`src/rtl/iis_rx_sample_fifo_if.sv`:
```
// rtl/iis_rx_sample_fifo_if.sv - stereo sample stream (valid/ready) between FIFO and consumer
interface iis_rx_sample_fifo_if #(
  parameter int DW = 24
);
  logic          m_valid;
  logic          m_ready;
  logic [DW-1:0] m_ldata;
  logic [DW-1:0] m_rdata;

  modport master (
    output m_valid,
    output m_ldata,
    output m_rdata,
    input  m_ready
  );

  modport slave (
    input  m_valid,
    input  m_ldata,
    input  m_rdata,
    output m_ready
  );
endinterface

```
`src/rtl/iis_rx_sample_fifo.sv`:
```
// rtl/iis_rx_sample_fifo.sv - captures one L/R pair per lrclk frame into a FWFT FIFO with overflow stats
module iis_rx_sample_fifo #(
  parameter int DW          = 24,
  parameter int DEPTH       = 16,
  parameter int CAPTURE_DLY = 4,
  parameter int CNTW        = 16
) (
  input  logic                       clk_100m,
  input  logic                       rst_n,
  input  logic                       lrclk,
  input  logic [DW-1:0]              ldata_l,
  input  logic [DW-1:0]              rdata_l,
  input  logic                       en,
  input  logic                       clr_ovf,
  output logic [$clog2(DEPTH):0]     level,
  output logic                       ovf,
  output logic [CNTW-1:0]            drop_cnt,
  iis_rx_sample_fifo_if.master       m
);

  localparam int AW = $clog2(DEPTH);
  localparam int LW = AW + 1;
  localparam int CW = (CAPTURE_DLY > 0) ? $clog2(CAPTURE_DLY + 1) : 1;
  localparam logic [CW-1:0] DLY_LOAD = (CAPTURE_DLY > 0) ? CW'(CAPTURE_DLY - 1) : '0;

  logic          lrclk_d;
  logic          dly_busy;
  logic [CW-1:0] dly_cnt;
  logic          fall, cap, pop, full, push_req, accept, drop;

  logic [2*DW-1:0] mem [DEPTH];
  logic [AW-1:0]   wptr, rptr;

  // A fresh falling edge in the strobe cycle restarts the delay and suppresses the old strobe.
  always_comb begin
    fall     = lrclk_d & ~lrclk;
    cap      = (CAPTURE_DLY == 0) ? fall : (dly_busy && (dly_cnt == '0) && !fall);
    pop      = m.m_valid & m.m_ready;
    full     = (level == LW'(DEPTH));
    push_req = cap & en;
    accept   = push_req & (~full | pop);
    drop     = push_req & full & ~pop;
  end

  assign m.m_valid = (level != '0);

  always_ff @(posedge clk_100m or negedge rst_n) begin
    if (!rst_n) begin
      lrclk_d  <= 1'b1;
      dly_busy <= 1'b0;
      dly_cnt  <= '0;
    end else begin
      lrclk_d <= lrclk;
      if (fall) begin
        dly_busy <= (CAPTURE_DLY != 0);
        dly_cnt  <= DLY_LOAD;
      end else if (dly_busy) begin
        if (dly_cnt == '0) dly_busy <= 1'b0;
        else               dly_cnt  <= dly_cnt - 1'b1;
      end
    end
  end

  always_ff @(posedge clk_100m) begin
    if (accept) mem[wptr] <= {ldata_l, rdata_l};
  end

  // Head registers give fall-through on an empty FIFO and hold the last head while empty.
  always_ff @(posedge clk_100m or negedge rst_n) begin
    if (!rst_n) begin
      wptr      <= '0;
      rptr      <= '0;
      level     <= '0;
      m.m_ldata <= '0;
      m.m_rdata <= '0;
    end else begin
      if (accept) wptr <= wptr + AW'(1);
      if (pop)    rptr <= rptr + AW'(1);
      case ({accept, pop})
        2'b10:   level <= level + LW'(1);
        2'b01:   level <= level - LW'(1);
        default: level <= level;
      endcase
      if (accept && ((level == '0) || ((level == LW'(1)) && pop))) begin
        m.m_ldata <= ldata_l;
        m.m_rdata <= rdata_l;
      end else if (pop && (level > LW'(1))) begin
        {m.m_ldata, m.m_rdata} <= mem[rptr + AW'(1)];
      end
    end
  end

  // A drop in the clear cycle wins: the count restarts at one.
  always_ff @(posedge clk_100m or negedge rst_n) begin
    if (!rst_n) begin
      ovf      <= 1'b0;
      drop_cnt <= '0;
    end else if (drop) begin
      ovf      <= 1'b1;
      drop_cnt <= clr_ovf ? CNTW'(1) : ((&drop_cnt) ? drop_cnt : drop_cnt + 1'b1);
    end else if (clr_ovf) begin
      ovf      <= 1'b0;
      drop_cnt <= '0;
    end
  end

endmodule

```
`src/flat_wrapper.sv`:
```
// flat-port wrapper written by rule: the top's interface ports become plain ports
module iis_rx_sample_fifo_flat 
#(
  parameter int DW          = 24,
  parameter int DEPTH       = 16,
  parameter int CAPTURE_DLY = 4,
  parameter int CNTW        = 16
)
  (clk_100m, rst_n, lrclk, ldata_l, rdata_l, en, clr_ovf, level, ovf, drop_cnt, m_m_valid, m_m_ldata, m_m_rdata, m_m_ready);
  iis_rx_sample_fifo_if #(.DW(DW)) m_i ();
  input  logic clk_100m;
  input  logic rst_n;
  input  logic lrclk;
  input  logic [DW-1:0] ldata_l;
  input  logic [DW-1:0] rdata_l;
  input  logic en;
  input  logic clr_ovf;
  output logic [$clog2(DEPTH):0] level;
  output logic ovf;
  output logic [CNTW-1:0] drop_cnt;
  output wire logic [$bits(m_i.m_valid)-1:0] m_m_valid;
  output wire logic [$bits(m_i.m_ldata)-1:0] m_m_ldata;
  output wire logic [$bits(m_i.m_rdata)-1:0] m_m_rdata;
  input wire logic [$bits(m_i.m_ready)-1:0] m_m_ready;
  assign m_m_valid = m_i.m_valid;
  assign m_m_ldata = m_i.m_ldata;
  assign m_m_rdata = m_i.m_rdata;
  assign m_i.m_ready = m_m_ready;
  iis_rx_sample_fifo #(.DW(DW), .DEPTH(DEPTH), .CAPTURE_DLY(CAPTURE_DLY), .CNTW(CNTW)) u_core (.clk_100m(clk_100m), .rst_n(rst_n), .lrclk(lrclk), .ldata_l(ldata_l), .rdata_l(rdata_l), .en(en), .clr_ovf(clr_ovf), .level(level), .ovf(ovf), .drop_cnt(drop_cnt), .m(m_i));
endmodule
```
`config.mk`:
```
export PLATFORM = sky130hd
export DESIGN_NAME = iis_rx_sample_fifo_flat
export DESIGN_NICKNAME = d
export VERILOG_FILES = /design/src/rtl/iis_rx_sample_fifo_if.sv /design/src/rtl/iis_rx_sample_fifo.sv /design/src/flat_wrapper.sv
export SDC_FILE = /design/constraint.sdc
export NUM_CORES = 1
export LEC_CHECK = 0
export ABC_AREA = 0
export BUFFER_PORTS_ARGS = -buffer_cell sky130_fd_sc_hd__clkbuf_2
export CORE_ASPECT_RATIO = 0.75
export CORE_UTILIZATION = 61
export DETAILED_ROUTE_END_ITERATION = 7
export GPL_ROUTABILITY_DRIVEN = 0
export GPL_TIMING_DRIVEN = 0
export PLACE_DENSITY = 0.85
export SYNTH_ARGS = -nofsm -noshare
export SYNTH_HDL_FRONTEND = slang
export SYNTH_SLANG_ARGS = --single-unit
```
`constraint.sdc`:
```
create_clock -name clk_100m -period 6.9 [get_ports clk_100m]
set_input_delay 0.69 -clock clk_100m [delete_from_list [all_inputs] [get_ports clk_100m]]
set_output_delay 0.69 -clock clk_100m [all_outputs]
set_load 0.03 [all_outputs]
```
Yosys cells after proc, flatten, opt, wreduce, memory -nomap -nowiden
Memory sizes are Yosys's and may differ from the RTL's.
Cells that the tools add are included.

word-level totals
  register bits = 83
  bits in writable memories = 768
  input bits = 54
  logic and storage cells = 70
  memories = 1

memory list
  name        words  width  rd ports  clocked after Yosys merged registers in  write ports  line                      text
  u_core.mem  16     48     1         0                                        1            iis_rx_sample_fifo.sv:31  logic [2*DW-1:0] mem [DEPTH];

operators by class
  add/subtract/negate cells = 6
  $lt $le $gt $ge = 1
  equality and inequality tests = 6
  multiplexer cells = 19
  bitwise logic cells = 10
  reduce and logical (&&, ||, !) cells = 17

operators with widths
  operator                 number
  $mux W24                 4
  $mux W16                 4
  $add A16 B1 Y16 const B  1
  $reduce_and A16 Y1       1
  $pmux W5 S2              1
  $mux W3                  3
  $add A4 B1 Y4 const B    2
  $reduce_bool A2 Y1       4
  $mux W1                  7
  $and A1 B1 Y1            6
  $add A5 B1 Y5 const B    1
  $eq A5 B1 Y1 const B     1
  $eq A5 B5 Y1 const B     1
  $gt A5 B1 Y1 const B     1
  $logic_and A1 B1 Y1      5
  $logic_not A5 Y1         1
  $reduce_bool A5 Y1       1
  $sub A5 B1 Y5 const B    1
  $reduce_and A2 Y1        2
  $logic_not A3 Y1         1
  $not A1 Y1               3
  $sub A3 B1 Y3 const B    1
  $eq A2 B1 Y1 const B     1
  $eq A2 B2 Y1 const B     1
  5 further kinds          5

Logic depth before layout (Yosys ltp)
  depth in word-level cells = 9
  mapped depth = 11
  mapped depth without buffers = 11

Worst setup path after synthesis
Ideal clock, no wire load.

  path kind = register to register
  start = reg u_core.level[0]
  end = mem u_core.mem[3][0] in the netlist's numbering, enable pin
  data arrival time = 5.079 ns
  required time = 6.387 ns
  path slack = 1.308 ns
  cell stages (with the launch flop) = 7
  buffers on the path = 0
  period minus slack after synthesis = 5.592 ns
  cells stage by stage = dfrtp_1 -> inv_1 -> ha_1 -> and4b_1 -> nor2_1 -> nand2_1 -> nor3_1

between the ends
  longest elaborated chain between the ends = 6

RTL lines
  what                                                line                                                text
  start, declared                                     iis_rx_sample_fifo.sv:15                            output logic [$clog2(DEPTH):0] level,
  start signal, assigned                              iis_rx_sample_fifo.sv:80                            2'b10: level <= level + LW'(1);
  start signal, assigned                              iis_rx_sample_fifo.sv:81                            2'b01: level <= level - LW'(1);
  start signal, assigned                              iis_rx_sample_fifo.sv:82                            default: level <= level;
  $reduce_bool A5 Y1 or $eq A5 B5 Y1 (tied branches)  iis_rx_sample_fifo.sv:45, iis_rx_sample_fifo.sv:39
  $and A1 B1 Y1 or $not A1 Y1 (tied branches)         iis_rx_sample_fifo.sv:38, iis_rx_sample_fifo.sv:41
  $or A1 B1 Y1 (*)                                    iis_rx_sample_fifo.sv:41                            accept = push_req & (~full | pop);
  $and A1 B1 Y1 (*)                                   iis_rx_sample_fifo.sv:41
  $mux W1 (*)                                         iis_rx_sample_fifo.sv:65                            if (accept) mem[wptr] <= {ldata_l, rdata_l};
  $mux W1 (implied by the code) (*)                   iis_rx_sample_fifo.sv:65
  end, declared                                       iis_rx_sample_fifo.sv:31

Mark *: on every way between the ends. The rest lies on a longest branch, timed or not.

Worst setup path in the final report
  start = reg u_core.level[0]
  end = mem u_core.mem[1][40] in the netlist's numbering, enable pin

The elaborated chain is that of the path after synthesis.

==> metrics.csv <==
metric;value;unit
result of the run;finished clean;
relative slew slack;28.25;%
via count;17640;
Die X-Extent;268.3;um
Slew Viols, Final;0;
Die Ht;201.7;um
total area of multi-input combinational cells;6994;um^2
maximum clock insertion buffer count;3;
largest net degree at the start of global routing;51;
clock root buffer;sky130_fd_sc_hd__clkbuf_16;
Max Clk Rate;0.2734;GHz
min Tclk post-route;3.658;ns
Pleak;12.22;nW
Max Cap Violations;0;
Yosys warnings;0;
final-stage net count;1831;
total global routing track utilization;31.17;%
Distinct cells, synth;56;
final wirelength;81630;um
Initial Utilization;62.32;%
number of enable-type register cells in the synthesized netlist;768;
Worst Path Required;7.22;ns
hold-fix buffer count after cts;0;
leading cell type in the layout, fill and taps excluded;sky130_fd_sc_hd__edfxtp_1;
net count after synthesis;1582;
number of buffers inserted to repair setup after CTS;0;
total area of sequential cells;25140;um^2
count of instances resized after the clock tree is built;0;
TritonRoute pass-1 iters;5;
RSZ-0062 raised after global routing;no;
fill cell total of the finished layout;2931;
ports placed on the boundary;125;
Crit. End Element;register;
Hold Worst Slack;0.07914;ns
crit path max fanout;9;
Peak VDD IR;0.0003059;V
Least-Margin Pin Slew;1.076;ns
commonest cells after routing, fill and taps aside;sky130_fd_sc_hd__edfxtp_1, sky130_fd_sc_hd__mux4_2, sky130_fd_sc_hd__clkbuf_2;
number of standard cells after synthesis;1515;
Die Footprint;54130;um^2
final clock skew;0.03027;ns
Worst-path clk slew;0.07;ns
drt drc;0;
path type of the worst setup path;reg -> reg;
antenna violations before repair;3;
via-per-instance ratio;6.975;
Critical Path AT;3.98;ns
area of the core;52070;um^2
share of final-layout standard cells stronger than drive strength 1;29.48;%
FP Rows;72;
Critical Path Source Type;register;
number of global-route vias before repair;18210;
initial DRC count;2376;
fraction of the cycle the final worst path needs;53.01;%
CTS tree;built;
final global-route overflow total;0;
Detail Placement HPWL;48470;um
Async SR Flop Fraction;9.753;%
Post-DRT Antenna Nets;0;
Setup WS post-layout;3.242;ns
Num CTS Buffers;76;
first-pass GRT wire length;119100;um
Hold Violations, Final;0;
final setup violation count;0;
netlist area before placement;32450;um^2
worst slack after detailed placement;3.187;ns
flip-flop and latch count after synthesis;851;
Worst-Skew Late Latency;0.64;ns
Num Clock Sinks;851;
total power divided by cell area;425.5;nW/um^2
number of H-tree levels;3;
I/O Buffers;123;
Layout Area Growth over Synthesis;15.08;%
Synth Flop Type;sky130_fd_sc_hd__edfxtp_1;
average size of a mapped cell;21.42;um^2
WL/cell;32.28;um
sequential cell area fraction in the yosys report;77.47;%
Hold Path Class;in -> async;
==> logic make-up after synthesis <==
logic type / share of synthesized area (%)
compound gates: 5.221
buf+inv: 1.311
xor+xnor: 0.3509
mux: 13.42
flops: 77.47
simple gates: 1.720
fa+ha+maj: 0.5013
==> per-layer routing <==
layer | vias to the layer above | track usage (%) | part of all wire (%)
met5 | - | 0 | 0.026
met4 | 4 | 12.12 | 3.6
met3 | 215 | 7.612 | 11
met2 | 1323 | 49.14 | 49
met1 | 9158 | 42.63 | 36
li1 | 6940 | - | -
==> critical path: stages (launching register included) <==
cell and delay, ns:
sky130_fd_sc_hd__dfrtp_1 0.49, sky130_fd_sc_hd__inv_1 0.10, sky130_fd_sc_hd__ha_1 0.27, sky130_fd_sc_hd__and4b_1 0.27
sky130_fd_sc_hd__nor2_1 0.53, sky130_fd_sc_hd__nand2_1 0.40, sky130_fd_sc_hd__nor3_2 0.76, sky130_fd_sc_hd__buf_6 0.28
sky130_fd_sc_hd__buf_6 0.21
==> synth_stat cells, types with 7 or more instances <==
master                     number  area, um^2
sky130_fd_sc_hd__a21oi_1       62       310.3
sky130_fd_sc_hd__a221oi_1      47       411.6
sky130_fd_sc_hd__a22o_1        48       420.4
sky130_fd_sc_hd__buf_1         11       41.29
sky130_fd_sc_hd__buf_2         28       140.1
sky130_fd_sc_hd__clkbuf_1      46       172.7
sky130_fd_sc_hd__dfrtp_1       82        2052
sky130_fd_sc_hd__edfxtp_1     768       23060
sky130_fd_sc_hd__ha_1          13       162.7
sky130_fd_sc_hd__inv_1         14       52.55
sky130_fd_sc_hd__mux4_2       192        4324
sky130_fd_sc_hd__nand2_1       19       71.32
sky130_fd_sc_hd__nand3_1       10       50.05
sky130_fd_sc_hd__nor2_1        23       86.33
sky130_fd_sc_hd__nor3_1         7       35.03
sky130_fd_sc_hd__o22ai_1       48       300.3
sky130_fd_sc_hd__or3_1          7       43.79
sky130_fd_sc_hd__xnor2_1        9       78.83
==> flip-flops by register name (all words and copies together) (netlist names) <==
name,cells
u_core.ovf,1
u_core.rptr,4
u_core.m.m_ldata,24
u_core.m.m_rdata,24
u_core.mem,768
u_core.dly_cnt,3
u_core.wptr,4
u_core.level,5
u_core.dly_busy,1
u_core.lrclk_d,1
u_core.drop_cnt,16
==> final timing paths <==
kind                                      start                    to  slack [ns]  depth (start not counted)
max in group asynchronous                 rst_n  u_core.m.m_ldata[16]        6.04                          2
worst max-delay path            u_core.level[0]     u_core.mem[1][40]        3.24                          8
worst min register to register       u_core.ovf            u_core.ovf        0.54                          2
min in group clk_100m                     lrclk        u_core.lrclk_d        0.14                          1
worst max register to register  u_core.level[0]     u_core.mem[1][40]        3.24                          8
worst min-delay path                      rst_n    u_core.drop_cnt[5]        0.08                          1
==> stage by stage <==
step                cell area (um^2)  utilization [%]  setup TNS, ns  power [mW]  cells
floorplan                      32450                -              0       9.765   1515
global placement               33950            65.19        -415.49       11.21   2341
detailed placement             34820            66.88              0       11.46   2389
CTS                            37340            71.71              0       15.86   2528
global route                   37340            71.72              0       16.39   2529
finish                         37340            71.72              0       15.89   2529
==> area by class of cell <==
class	instances	area share (%)
flip-flops and latches	851	67.32
well taps	703	2.355
plain buffers	87	0.9985
diodes	1	0.006701
repair buffers	171	3.706
multi-input cells	563	18.73
inverters	14	0.1407
clock inverters	41	1.126
clock buffers	98	5.615
==> where the power goes <==
group / internal, mW / total (mW) / switching, mW
Clock: 2.43 / 4.33 / 1.90
Combinational: 2.25 / 5.49 / 3.25
Sequential: 5.87 / 6.07 / 0.197
Total: 10.5 / 15.9 / 5.34
Power figures use the tool's default switching activity.
